`src/rtl/multicycle_ctrl.sv`:
```
// Multi-cycle sequencer: FETCH/DECODE/EXEC/MEM/MDWAIT/WB with bus-timeout and illegal-opcode trap.
// Datapath selects (reg_dst/alu_src/ext_op/mem_to_reg) are registered at decode; strobes decode from state.
module multicycle_ctrl #(
  parameter int TIMEOUT = 16
) (
  input  logic       clk,
  input  logic       rst,
  input  logic       run,
  input  logic [4:0] opcode,
  input  logic       zero,
  input  logic       imem_ready,
  input  logic       dmem_ready,
  input  logic       md_done,
  output logic       imem_req,
  output logic       ir_write,
  output logic       pc_write,
  output logic       branch,
  output logic       reg_write,
  output logic       reg_dst,
  output logic       alu_src,
  output logic       ext_op,
  output logic       mem_to_reg,
  output logic       mem_read,
  output logic       mem_write,
  output logic       md_start,
  output logic       retire,
  output logic       trap,
  output logic [1:0] trap_cause
);

  typedef enum logic [2:0] {
    S_FETCH, S_DECODE, S_EXEC, S_MEM, S_MDWAIT, S_WB, S_TRAP
  } state_t;

  localparam int CW = (TIMEOUT > 1) ? $clog2(TIMEOUT) : 1;
  localparam logic [CW-1:0] CNT_LAST = CW'(TIMEOUT - 1);

  localparam logic [4:0] OP_ADD  = 5'b00000;
  localparam logic [4:0] OP_LW   = 5'b00001;
  localparam logic [4:0] OP_SW   = 5'b00010;
  localparam logic [4:0] OP_AND  = 5'b00100;
  localparam logic [4:0] OP_ANDI = 5'b00101;
  localparam logic [4:0] OP_SUB  = 5'b01000;
  localparam logic [4:0] OP_BNQ  = 5'b01001;
  localparam logic [4:0] OP_MUL  = 5'b01100;
  localparam logic [4:0] OP_DIV  = 5'b01101;
  localparam logic [4:0] OP_XOR  = 5'b01111;

  state_t          r_state;
  state_t          w_next_state;
  logic [4:0]      r_op;
  logic [CW-1:0]   r_cnt;
  logic [1:0]      r_cause;
  logic            r_reg_dst;
  logic            r_alu_src;
  logic            r_ext_op;
  logic            r_mem_to_reg;

  logic            w_legal;
  logic            w_dec_rtype;
  logic            w_dec_lw;
  logic            w_dec_sw;
  logic            w_dec_andi;
  logic            w_dec_bnq;
  logic            w_op_lw;
  logic            w_op_sw;
  logic            w_op_bnq;
  logic            w_op_md;
  logic            w_cnt_last;
  logic            w_counting;

  // Decode of the live opcode; only meaningful in DECODE.
  always_comb begin
    w_legal     = 1'b0;
    w_dec_rtype = 1'b0;
    case (opcode)
      OP_ADD, OP_AND, OP_SUB, OP_MUL, OP_DIV, OP_XOR: begin
        w_legal     = 1'b1;
        w_dec_rtype = 1'b1;
      end
      OP_LW, OP_SW, OP_ANDI, OP_BNQ: w_legal = 1'b1;
      default: w_legal = 1'b0;
    endcase
  end

  assign w_dec_lw   = (opcode == OP_LW);
  assign w_dec_sw   = (opcode == OP_SW);
  assign w_dec_andi = (opcode == OP_ANDI);
  assign w_dec_bnq  = (opcode == OP_BNQ);

  assign w_op_lw  = (r_op == OP_LW);
  assign w_op_sw  = (r_op == OP_SW);
  assign w_op_bnq = (r_op == OP_BNQ);
  assign w_op_md  = (r_op == OP_MUL) || (r_op == OP_DIV);

  assign w_cnt_last = (r_cnt == CNT_LAST);
  assign w_counting = ((r_state == S_FETCH) && run) || (r_state == S_MEM) || (r_state == S_MDWAIT);

  always_ff @(posedge clk) begin
    if (rst) begin
      r_state <= S_FETCH;
    end else begin
      r_state <= w_next_state;
    end
  end

  // A ready/done in the last allowed wait cycle takes precedence over the timeout.
  always_comb begin
    w_next_state = r_state;
    case (r_state)
      S_FETCH: begin
        if (run) begin
          if (imem_ready)      w_next_state = S_DECODE;
          else if (w_cnt_last) w_next_state = S_TRAP;
        end
      end
      S_DECODE: w_next_state = w_legal ? S_EXEC : S_TRAP;
      S_EXEC: begin
        if (w_op_bnq)                w_next_state = S_FETCH;
        else if (w_op_lw || w_op_sw) w_next_state = S_MEM;
        else if (w_op_md)            w_next_state = S_MDWAIT;
        else                         w_next_state = S_WB;
      end
      S_MEM: begin
        if (dmem_ready)      w_next_state = w_op_lw ? S_WB : S_FETCH;
        else if (w_cnt_last) w_next_state = S_TRAP;
      end
      S_MDWAIT: begin
        if (md_done)         w_next_state = S_WB;
        else if (w_cnt_last) w_next_state = S_TRAP;
      end
      S_WB:    w_next_state = S_FETCH;
      S_TRAP:  w_next_state = S_TRAP;
      default: w_next_state = S_FETCH;
    endcase
  end

  always_ff @(posedge clk) begin
    if (rst) begin
      r_op         <= 5'b0;
      r_cnt        <= '0;
      r_cause      <= 2'b00;
      r_reg_dst    <= 1'b0;
      r_alu_src    <= 1'b0;
      r_ext_op     <= 1'b0;
      r_mem_to_reg <= 1'b0;
    end else begin
      if (r_state == S_DECODE) begin
        r_op <= opcode;
      end
      if ((w_next_state != r_state) || !w_counting) begin
        r_cnt <= '0;
      end else begin
        r_cnt <= r_cnt + 1'b1;
      end
      if ((r_state != S_TRAP) && (w_next_state == S_TRAP)) begin
        r_cause <= (r_state == S_DECODE) ? 2'b01 : 2'b10;
      end
      if ((r_state == S_DECODE) && (w_next_state == S_EXEC)) begin
        r_reg_dst    <= w_dec_rtype;
        r_alu_src    <= w_dec_andi || w_dec_lw || w_dec_sw;
        r_ext_op     <= w_dec_lw || w_dec_sw || w_dec_bnq;
        r_mem_to_reg <= w_dec_lw;
      end else if ((w_next_state == S_FETCH) || (w_next_state == S_TRAP)) begin
        r_reg_dst    <= 1'b0;
        r_alu_src    <= 1'b0;
        r_ext_op     <= 1'b0;
        r_mem_to_reg <= 1'b0;
      end
    end
  end

  // zero steers the PC mux in the datapath; branch only enables that selection.
  always_comb begin
    imem_req   = 1'b0;
    ir_write   = 1'b0;
    pc_write   = 1'b0;
    branch     = 1'b0;
    reg_write  = 1'b0;
    reg_dst    = 1'b0;
    alu_src    = 1'b0;
    ext_op     = 1'b0;
    mem_to_reg = 1'b0;
    mem_read   = 1'b0;
    mem_write  = 1'b0;
    md_start   = 1'b0;
    retire     = 1'b0;
    trap       = 1'b0;
    trap_cause = 2'b00;
    if (!rst) begin
      reg_dst    = r_reg_dst;
      alu_src    = r_alu_src;
      ext_op     = r_ext_op;
      mem_to_reg = r_mem_to_reg;
      case (r_state)
        S_FETCH: begin
          imem_req = run;
          ir_write = run && imem_ready;
        end
        S_EXEC: begin
          if (w_op_bnq) begin
            branch   = 1'b1;
            pc_write = 1'b1;
            retire   = 1'b1;
          end
          md_start = w_op_md;
        end
        S_MEM: begin
          mem_read  = w_op_lw;
          mem_write = w_op_sw;
          if (w_op_sw && dmem_ready) begin
            pc_write = 1'b1;
            retire   = 1'b1;
          end
        end
        S_WB: begin
          reg_write = 1'b1;
          pc_write  = 1'b1;
          retire    = 1'b1;
        end
        S_TRAP: begin
          trap       = 1'b1;
          trap_cause = r_cause;
        end
        default: ;
      endcase
    end
  end

endmodule

```
`config.mk`:
```
export PLATFORM = sky130hd
export DESIGN_NAME = multicycle_ctrl
export DESIGN_NICKNAME = d
export VERILOG_FILES = /design/src/rtl/multicycle_ctrl.sv
export SDC_FILE = /design/constraint.sdc
export NUM_CORES = 1
export LEC_CHECK = 0
export ABC_AREA = 1
export BUFFER_PORTS_ARGS = -buffer_cell sky130_fd_sc_hd__buf_4
export CAP_MARGIN = 20
export CORE_MARGIN = 10
export CORE_UTILIZATION = 35
export DETAILED_ROUTE_END_ITERATION = 8
export GPL_ROUTABILITY_DRIVEN = 0
export MAX_ROUTING_LAYER = met4
export PLACE_DENSITY = 0.64
export SETUP_SLACK_MARGIN = 0.4
export SYNTH_ARGS = -nofsm -noshare
export SYNTH_HDL_FRONTEND = slang
export SYNTH_SLANG_ARGS = --single-unit
```
`constraint.sdc`:
```
create_clock -name clk -period 2.57 [get_ports clk]
set_input_delay 0.257 -clock clk [delete_from_list [all_inputs] [get_ports clk]]
set_output_delay 0.257 -clock clk [all_outputs]
set_load 0.005 [all_outputs]
```
# Word-level counts from Yosys, hierarchy flattened
# Index checks and enable logic that the tools add are counted.
# totals
in_bits,12
register_bits,18
output_inout_bits,16
# op_classes
n_addsub,1
n_reduce_logical,23
mux,45
n_eq_ne,25
# op_table
cell,count
"5-bit by 4-bit == test with 1-bit output, second input constant",8
1-bit two-way mux,31
3-bit two-way mux,9
3-bit case mux with 6 select lines,1
"3-bit == test, second input constant",4
"5-bit by 1-bit == test with 1-bit output, second input constant",2
"5-bit by 2-bit == test with 1-bit output, second input constant",2
"5-bit by 3-bit == test with 1-bit output, second input constant",2
1-bit logical OR,10
10-bit OR reduction,1
"3-bit by 2-bit == test with 1-bit output, second input constant",3
3-bit zero test,2
2-bit two-way mux,3
6-bit OR reduction,1
1-bit logical AND,5
5-bit zero test,1
"4-bit by 1-bit adder with 4-bit output, second input constant",1
"4-bit == test, second input constant",1
"3-bit by 1-bit == test with 1-bit output, second input constant",1
3-bit != test,1
"3-bit != test, second input constant",1
1-bit case mux with 3 select lines,1
2-bit nonzero test,1
2-bit OR reduction,1
1-bit zero test,1

# Logic depth before layout (Yosys ltp)
# Gate-level depths: netlist of the first run.
# logic_depth
ltp_word,10
ltp_mapped,13

# Worst setup path after synthesis of the first run
# No wires, ideal clock.
# synth_path
path_kind,reg-to-output
startpoint,register r_state[0]
endpoint,output retire
path_stages_with_launch,9
path_slack_ns,1.115
t_arrival_ns,1.198
t_required_ns,2.313
cell_sequence,dfxtp_1 buf_6 inv_2 nor2_2 inv_1 nor2_1 nand2_1 a31oi_1 buf_4
# synth_via
elab_chain_cells,3
word_cells_on_any_way,5
classes_between,eq/ne (3); mux (2)
# synth_lines
item,line_no,rtl
start: declaration,49,state_t r_state;
start signal: assignment,103,r_state <= w_next_state;
3-bit == test / 3-bit by 2-bit == test with 1-bit output (equally long branches),n/a,
1-bit case mux with 3 select lines *,n/a,
1-bit two-way mux *,n/a,
end: declaration,26,"output logic retire,"
# Mark *: on every way between the ends. The rest lies on a longest branch, timed or not.

# Worst setup path in the final report of the first run
# layout_path
startpoint,register r_state[0]
endpoint,output retire
# layout_via
elab_chain_cells,3
word_cells_on_any_way,5
classes_between,eq/ne (3); mux (2)
# layout_lines
item,line_no,rtl
3-bit == test / 3-bit by 2-bit == test with 1-bit output (equally long branches),195,case (r_state)
1-bit case mux with 3 select lines *,195,
1-bit two-way mux *,190,if (!rst) begin
# Marks and branches as above.

==> results.json, run 1 <==
{
  "status": "finished, final reports clean",
  "grt_pass1_vias": 1140,
  "ys_ff_latch": 18,
  "crit_buf_inv": 3,
  "fin_crit_sh_pct": 73.1,
  "final_layout_size_suffix_gt1_share_pct": 21.4,
  "cap_violations": 0,
  "synth_edf_count": 0,
  "period_minus_slack_ns": 1.88,
  "finClkSkew_ns": 0.00935,
  "grt_first_pass_wirelength_um": 4910,
  "io_pins": 28,
  "drc": 0,
  "ir_drop_uv": 305,
  "cts_buffers": 3,
  "worst_slew_pin_slew_ns": 0.334,
  "setup-violations-final": 0,
  "worst_slack_ns": 0.692,
  "worst_hold_startpoint": "opcode[2]",
  "yosysWarnings": 0,
  "crit_required_ns": 2.31,
  "worst_ep_arrival_time_ns": 1.62,
  "path_cells": "inv_2, nor2_2, inv_1, nor2_1, nand2_1, a31oi_1, buf_4",
  "timing.rr.start": "r_cnt[0]",
  "synth.distinct_cells": 30,
  "fin_setup_tns_ns": 0,
  "antenna_found_initial": 0,
  "cts_max_level": 1,
  "crit_path_max_fanout": 7,
  "critPathLaunchType": "register",
  "hp-class": "primary input to register",
  "initial_core_util_pct": 36.9,
  "clock_sink_count": 18,
  "drv_slew": 0,
  "cts_tree": "yes",
  "critPathKind": "register to output pin",
  "grt.total_usage_pct": 9.91,
  "synth_nets": 193,
  "fin_cells": 250,
  "synth_top_area_cell": "dfxtp_1",
  "ant_nets": 0,
  "rows": 20,
  "wire_per_inst_um": 11.3,
  "synthTopCellsByArea": "dfxtp_1, nand2_1, nor2_1",
  "syn_avg_cell_area_um2": 6.36,
  "place.detailed.instances": 246,
  "synth_common_cells": "nand2_1, nor2_1, inv_1",
  "post_cts_buffers": 0,
  "portBuffers": 26,
  "worstRegToRegCells": 9,
  "synth_area_mm2": 0.00114,
  "cts_buffer_depth": 2,
  "finalHoldViolations": 0,
  "path_clk_slew_ns": 0.11,
  "layout.nets": 220,
  "core_area_mm2": 0.00310,
  "netlist.area_leader.share_pct": 31.5,
  "die_x_um": 77.2,
  "final_cell_area_mm2": 0.00141,
  "post_dp_cell_area_mm2": 0.00137,
  "rrSetupSlack_ns": 0.89,
  "end_kind": "output pin",
  "biggestRegsByFlops": "r_op (5), r_cnt (4), r_state (3)",
  "die_h_um": 77.2,
  "overflow": 0,
  "fmax_mhz": 532,
  "root_buffer": "clkbuf_4",
  "insertion_delay_ns": 0.31,
  "seq_area_frac_synth_pct": 31.5,
  "drtIter0Drc": 74,
  "dp_slack_ns": 0.882,
  "fillerInstances": 361,
  "die_area_mm2": 0.00596,
  "regMostFlops": "r_op",
  "rsz0062_at_grt": "false",
  "grt_max_degree": 22,
  "routed_via_density": 4.84,
  "critPathMaxStageDelay_ns": 0.45,
  "leakage_nw": 0.656,
  "slowest_stage": "dfxtp_2",
  "via_count": 1211,
  "synthCells": 180,
  "whs_path_depth": 3,
  "area_growth_pct": 22.8,
  "post-synth-top-count-cell": "nand2_1",
  "dp_hpwl_um": 2280,
  "dr.pass1.iters": 4,
  "largest_reg_flops": 5,
  "antenna_cells": 0,
  "yosys_most_used_dff": "dfxtp_1",
  "relSlewSlack_pct": 77.5,
  "path_delay_family": "flip-flops",
  "min_to": "r_op[2]",
  "postRouteWirelength_um": 2840,
  "worstReg2RegEnd": "r_alu_src",
  "powerDensity_mw_per_mm2": 547,
  "async_flop_share_pct": 0
}
[kinds of logic after synthesis]
| family | after synthesis | share of synthesized area, % |
|---|---|---|
| compound gates | 22 | 10.2 |
| buf+inv | 31 | 11.1 |
| xor+xnor | 2 | 1.53 |
| fa+ha+maj | 1 | 1.09 |
| simple gates | 106 | 44.6 |
| flops | 18 | 31.5 |
[cells in the final DEF, fill, tap and decap left out, drive strengths merged]
master / instances
nor3b: 1
xor2: 1
buf: 26
a21oi: 8
o21ai: 11
xnor2: 1
a211oi: 1
o211ai: 1
dfxtp: 18
a31oi: 1
nor3: 10
or2: 1
clkbuf: 4
inv: 27
nand3: 19
nand4: 7
nor2: 32
nor4: 1
nand2: 32
ha: 1
nand3b: 3
[area by class of cell]
cell class / instances / area [um^2] / area share (%)
multi-input combinational: 131 / 657 / 46.7
sequential: 18 / 362 / 25.7
timing repair buffer: 26 / 195 / 13.9
inverter: 27 / 101 / 7.21
tap: 44 / 55.1 / 3.91
clock buffer: 4 / 36.3 / 2.58
[metal layers]
layer	part of all wire, %	track usage (%)
met1	51	11.8
met2	45	15.6
met3	3.4	2.45
met4	1.3	4.01
met5	0	-
[worst max path at each step]
stage / to / cells past startpoint / start
after detailed placement: r_alu_src / 9 / r_cnt[0]
after global routing: retire / 7 / r_state[1]
after CTS: retire / 7 / r_state[0]
final: retire / 7 / r_state[0]
after floorplan: retire / 8 / r_state[0]
after global placement: r_ext_op / 9 / r_cnt[0]
[repair_timing]
action / 4_1_cts / 5_1_grt
setup endpoints to repair: 0 / 2
hold buffers: 0 / 0
gates resized for setup: 0 / 1
[where the power goes]
part	internal, mW	total (mW)	switching, mW
combinational	0.0869	0.256	0.169
clock	0.0866	0.179	0.0925
sequential	0.308	0.334	0.0262
[worst min-delay path: stages]
cell and delay, ns:
buf_4 0.09, inv_1 0.06, a21oi_1 0.11
[metrics by stage]
step	total power, mW	hold WS, ns	util, %
floorplan	0.530	0.404	-
global placement	0.594	0.449	44.1
detailed placement	0.595	0.454	44.1
CTS	0.774	0.233	45.3
global route	0.830	0.244	45.3
finish	0.769	0.237	45.3
No activity file was read; power rests on OpenSTA's default activity.
==> run 2: changes to the inputs <==
Settings changed: PLACE_DENSITY 0.64 to 0.66.
Clock period 2.57 ns to 1.6 ns, I/O delays scaled along.
==> run 2 against run 1 <==
Effect of this change: largest cell class unchanged; the flow now finishes with violations (setup timing); largest power group is now combinational logic; sequential power up 67%; power increased by 130%; cell count is 10% higher; count of clock-buffer cells in the layout stayed put; clock skew is 0.0088 ns lower.
==> results.json, run 2 (same netlist as run 1, synthesis figures left out) <==
{
  "die_h_um": 77.2,
  "insertion_delay_ns": 0.30,
  "final_layout_size_suffix_gt1_share_pct": 60.6,
  "antenna_found_initial": 0,
  "wire_per_inst_um": 14.7,
  "grt_max_degree": 22,
  "finClkSkew_ns": 0.000559,
  "ant_nets": 0,
  "drc": 0,
  "cap_violations": 0,
  "portBuffers": 26,
  "dr.pass1.iters": 4,
  "critPathLaunchType": "register",
  "finalHoldViolations": 0,
  "ir_drop_uv": 551,
  "via_count": 1369,
  "intPower_mw": 1.03,
  "antenna_cells": 0,
  "fin_setup_tns_ns": -0.991,
  "clock_sink_count": 18,
  "cts_tree": "yes",
  "pwr-share-comb_pct": 51.7,
  "largest_reg_flops": 5,
  "biggestRegsByFlops": "r_op (5), r_cnt (4), r_state (3)",
  "path_clk_slew_ns": 0.11,
  "power_mw": 1.75,
  "final_core_util_pct": 65.0,
  "path_cells": "buf_12, nor2_4, inv_2, nor2_4, nand3b_4, nand2_1, nor2_1, nand3_2, buf_6, nand3_2, nand2_2, a21oi_1",
  "violations": "setup timing",
  "dp_hpwl_um": 2390,
  "worst_slack_ns": -0.125,
  "critPathKind": "register to register",
  "leakage_nw": 0.845,
  "hp-class": "primary input to register",
  "grt_first_pass_wirelength_um": 5780,
  "fmax_mhz": 580,
  "status": "finished, violations left",
  "crit_path_max_fanout": 3,
  "rsz0062_at_grt": "true",
  "period_minus_slack_ns": 1.73,
  "grt_pass1_vias": 1354,
  "hold_slack_ns": 0.135,
  "area_growth_pct": 76.2,
  "final_cell_mix": "buf_4, inv_1, nand2_1",
  "final_cell_area_mm2": 0.00202,
  "cts_buffers": 3,
  "p_sw_mw": 0.723,
  "path_delay_family": "simple AND/OR/NAND/NOR gates",
  "die_x_um": 77.2,
  "layout.nets": 245,
  "clockPowerShare_pct": 16.4,
  "slowest_stage": "dfxtp_4",
  "end_kind": "register",
  "core_area_mm2": 0.00310,
  "relSlewSlack_pct": 69.8,
  "drv_slew": 0,
  "crit_buf_inv": 3,
  "crit_required_ns": 1.79,
  "grt.total_usage_pct": 11.6,
  "fin_crit_sh_pct": 108,
  "worst_ep_arrival_time_ns": 1.91,
  "initial_core_util_pct": 36.9,
  "p_seq_share_pct": 31.8,
  "powerDensity_mw_per_mm2": 868,
  "rows": 20,
  "overflow": 0,
  "critPathMaxStageDelay_ns": 0.38,
  "cts_buffer_depth": 2,
  "routed_via_density": 4.98,
  "setup-violations-final": 14,
  "worst_slew_pin_slew_ns": 0.450,
  "io_pins": 28,
  "postRouteWirelength_um": 4050,
  "drtIter0Drc": 80,
  "postCtsHoldBufs": 0,
  "final_common_cell": "buf_4",
  "die_area_mm2": 0.00596,
  "post_dp_cell_area_mm2": 0.00148,
  "cts_max_level": 1,
  "regMostFlops": "r_op",
  "switching_share_pct": 41.3,
  "root_buffer": "clkbuf_4"
}
-- run 2: cell count changes in the layout (fill, tap and decap cells not counted), sizes merged --
cell | previous run | this run
buf | 26 | 51
-- run 2: worst paths after layout --
check                                 from          to  slack [ns]  cells past startpoint
worst max-delay path            r_state[2]  r_cause[0]       -0.13                     12
worst min-delay path             opcode[4]     r_op[4]        0.13                      3
worst max register to register  r_state[2]  r_cause[0]       -0.13                     12
worst min register to register  r_cause[0]  r_cause[0]        0.48                      2
-- run 2: cell type report --
class,count,area (um^2)
Fill cell,268,1090
Multi-Input combinational cell,131,987
Timing Repair Buffer,51,444
Sequential cell,18,380
Inverter,27,114
Tap cell,44,55.1
Clock buffer,4,36.3
-- run 2: worst reg2reg max path: cells and delay by family (launching register included) --
kind / cells / cell delay, ns
compound gates: 1 / 0.05
buf+inv: 3 / 0.33
simple gates: 8 / 0.87
flops: 1 / 0.38
-- run 2: metal layers --
| layer | GRT usage [%] | vias up | share of wire, % |
|---|---|---|---|
| met1 | 13.3 | 645 | 41 |
| met5 | - | - | 0 |
| met2 | 18.4 | 24 | 53 |
| li1 | - | 696 | - |
| met3 | 2.56 | 4 | 4.4 |
| met4 | 6.39 | 0 | 1.6 |
-- run 2: repair_timing --
item	CTS	global route
buffers inserted	13	8
gates resized for setup	56	42
setup endpoints to repair	26	28
pin swaps	27	25
cloned	0	0
-- run 2: through the flow --
stage	instances	worst slack, ns
CTS	267	-0.0273
global placement	250	0.0523
global route	275	-0.262
detailed placement	250	0.0466
floorplan	180	0.229
finish	275	-0.125
-- run 2: power by group through the flow --
stage	clock network (mW)	logic, mW	registers [mW]
finish	0.288	0.905	0.557
global route	0.311	0.975	0.563
CTS	0.292	0.683	0.549
detailed placement	0	0.475	0.556
global placement	0	0.471	0.554
floorplan	0	0.361	0.545
==> run 3: changes to the inputs <==
Settings changed: PLACE_DENSITY 0.66 to 0.64.
Clock period 1.6 ns to 2.05 ns, I/O delays scaled along.
==> run 3 against run 2 <==
Effect of this change: the run now ends clean; worst hold slack improved by 0.058 ns; cell count decreased by 4.0%; first-iteration DRC count decreased by 7.5%; sequential cell count unchanged; critical path depth decreased by 6; utilization decreased by 11 points; sequential share of layout area increased by 3.6 points; non-clock buffer count decreased by 11; cell area decreased by 17%; global-route usage decreased by 0.96 points; routed wire length decreased by 19%; die area unchanged; largest power group unchanged.
==> results.json, run 3 (same netlist as run 1, synthesis figures left out) <==
{
  "root_buffer": "clkbuf_4",
  "critPathKind": "register to output pin",
  "grt_pass1_vias": 1210,
  "initial_core_util_pct": 36.9,
  "hold_slack_ns": 0.193,
  "grt_max_degree": 22,
  "final_cell_area_mm2": 0.00168,
  "portBuffers": 26,
  "intPower_mw": 0.705,
  "critPathLaunchType": "register",
  "worst_slew_pin_slew_ns": 0.326,
  "slowest_stage": "dfxtp_4",
  "fin_setup_tns_ns": 0,
  "powerDensity_mw_per_mm2": 687,
  "p_sw_mw": 0.446,
  "antenna_found_initial": 0,
  "grt.total_usage_pct": 10.7,
  "worst_slack_ns": 0.439,
  "hp-class": "primary input to register",
  "clock_sink_count": 18,
  "rsz0062_at_grt": "true",
  "ir_drop_uv": 438,
  "die_h_um": 77.2,
  "area_growth_pct": 46.3,
  "largest_reg_flops": 5,
  "min_to": "r_op[4]",
  "final_cell_mix": "buf_4, nand2_1, inv_1",
  "cts_tree": "yes",
  "crit_path_max_fanout": 5,
  "dr.pass1.iters": 4,
  "dp_slack_ns": 0.360,
  "whs_path_depth": 3,
  "io_pins": 28,
  "ant_nets": 0,
  "drtIter0Drc": 74,
  "die_area_mm2": 0.00596,
  "path_clk_slew_ns": 0.11,
  "postCtsHoldBufs": 0,
  "wire_per_inst_um": 12.5,
  "fin_crit_sh_pct": 78.6,
  "finClkSkew_ns": 0.00741,
  "die_x_um": 77.2,
  "clockPowerShare_pct": 19.4,
  "pwr-share-comb_pct": 43.1,
  "overflow": 0,
  "worst_ep_arrival_time_ns": 1.41,
  "worstRegToRegCells": 14,
  "leakage_nw": 0.756,
  "layout.nets": 234,
  "dp_hpwl_um": 2290,
  "end_kind": "output pin",
  "cts_buffers": 3,
  "fin_cells": 264,
  "status": "finished, final reports clean",
  "path_cells": "inv_4, buf_6, nor2_4, nand2_4, nor3b_2, buf_4",
  "via_count": 1336,
  "rows": 20,
  "cap_violations": 0,
  "grt_first_pass_wirelength_um": 5300,
  "switching_share_pct": 38.7,
  "period_minus_slack_ns": 1.61,
  "drv_slew": 0,
  "worst_hold_startpoint": "opcode[4]",
  "regMostFlops": "r_op",
  "rrSetupSlack_ns": 0.46,
  "final_layout_size_suffix_gt1_share_pct": 42.7,
  "relSlewSlack_pct": 78.1,
  "crit_required_ns": 1.85,
  "core_area_mm2": 0.00310,
  "worstReg2RegEnd": "r_ext_op",
  "cts_buffer_depth": 2,
  "cts_max_level": 1,
  "setup-violations-final": 0,
  "final_common_cell": "buf_4",
  "p_seq_share_pct": 37.5,
  "drc": 0,
  "place.detailed.instances": 246,
  "critPathMaxStageDelay_ns": 0.39,
  "antenna_cells": 0,
  "fmax_mhz": 621,
  "postRouteWirelength_um": 3290,
  "post_dp_cell_area_mm2": 0.00137,
  "biggestRegsByFlops": "r_op (5), r_cnt (4), r_state (3)",
  "timing.rr.start": "r_state[2]",
  "routed_via_density": 5.06,
  "insertion_delay_ns": 0.30,
  "finalHoldViolations": 0
}
[run 3: cell count changes in the layout (fill, tap and decap cells not counted), moves of 4 or more]
cell     change
nor2_1       +7
nand2_2      -5
nor2_4       -5
inv_2        -4
o21ai_0      +4
nand2_1      +9
nand3_4      -4
nand3_1      +8
inv_1        +6
buf_6       -10
nand3_2      -4
[run 3: worst max-delay path: cells and delay by family, from the launching register on]
kind / cells / cell delay (ns)
DFF: 1 / 0.39
and+or+nand+nor: 3 / 0.43
buffers and inverters: 3 / 0.30
[run 3: per-layer routing]
layer	track usage, %	vias up	wire [um]
li1	-	672	-
met1	12.1	620	1510
met2	17.4	36	1600
met3	2.56	8	100
met4	4.56	0	76
met5	-	-	0
[run 3: worst max path at each step]
stage,startpoint,end,slack (ns),cells after the start
after floorplan,r_cnt[0],r_alu_src,0.60,9
after global placement,r_cnt[0],r_ext_op,0.37,9
after detailed placement,r_cnt[0],r_ext_op,0.36,9
after CTS,r_op[4],retire,0.36,6
after global routing,r_op[2],retire,0.31,6
final,r_state[2],trap_cause[0],0.44,6
[run 3: power groups by stage]
stage / Combinational [mW] / Sequential, mW / Clock (mW)
floorplan: 0.252 / 0.413 / 0
global placement: 0.319 / 0.426 / 0
detailed placement: 0.319 / 0.426 / 0
CTS: 0.372 / 0.423 / 0.233
global route: 0.550 / 0.436 / 0.248
finish: 0.496 / 0.431 / 0.224
[run 3: per-stage QoR]
step | power (mW) | util [%]
6_report | 1.15 | 54.0
5_1_grt | 1.23 | 54.0
4_1_cts | 1.03 | 47.9
3_5_place_dp | 0.745 | 44.1
3_3_place_gp | 0.745 | 44.1
2_1_floorplan | 0.665 | -
[run 3: repair_timing]
| action | 4_1_cts | 5_1_grt |
|---|---|---|
| setup buffers | 7 | 7 |
| pin swaps | 9 | 18 |
| gates resized for setup | 13 | 38 |
| endpoints found under the setup margin | 12 | 19 |
[run 3: layout make-up]
type / count / area [um^2]
Timing Repair Buffer: 40 / 304
Clock buffer: 4 / 36.3
Multi-Input combinational cell: 131 / 797
Tap cell: 44 / 55.1
Inverter: 27 / 106
Fill cell: 321 / 1430
Sequential cell: 18 / 377
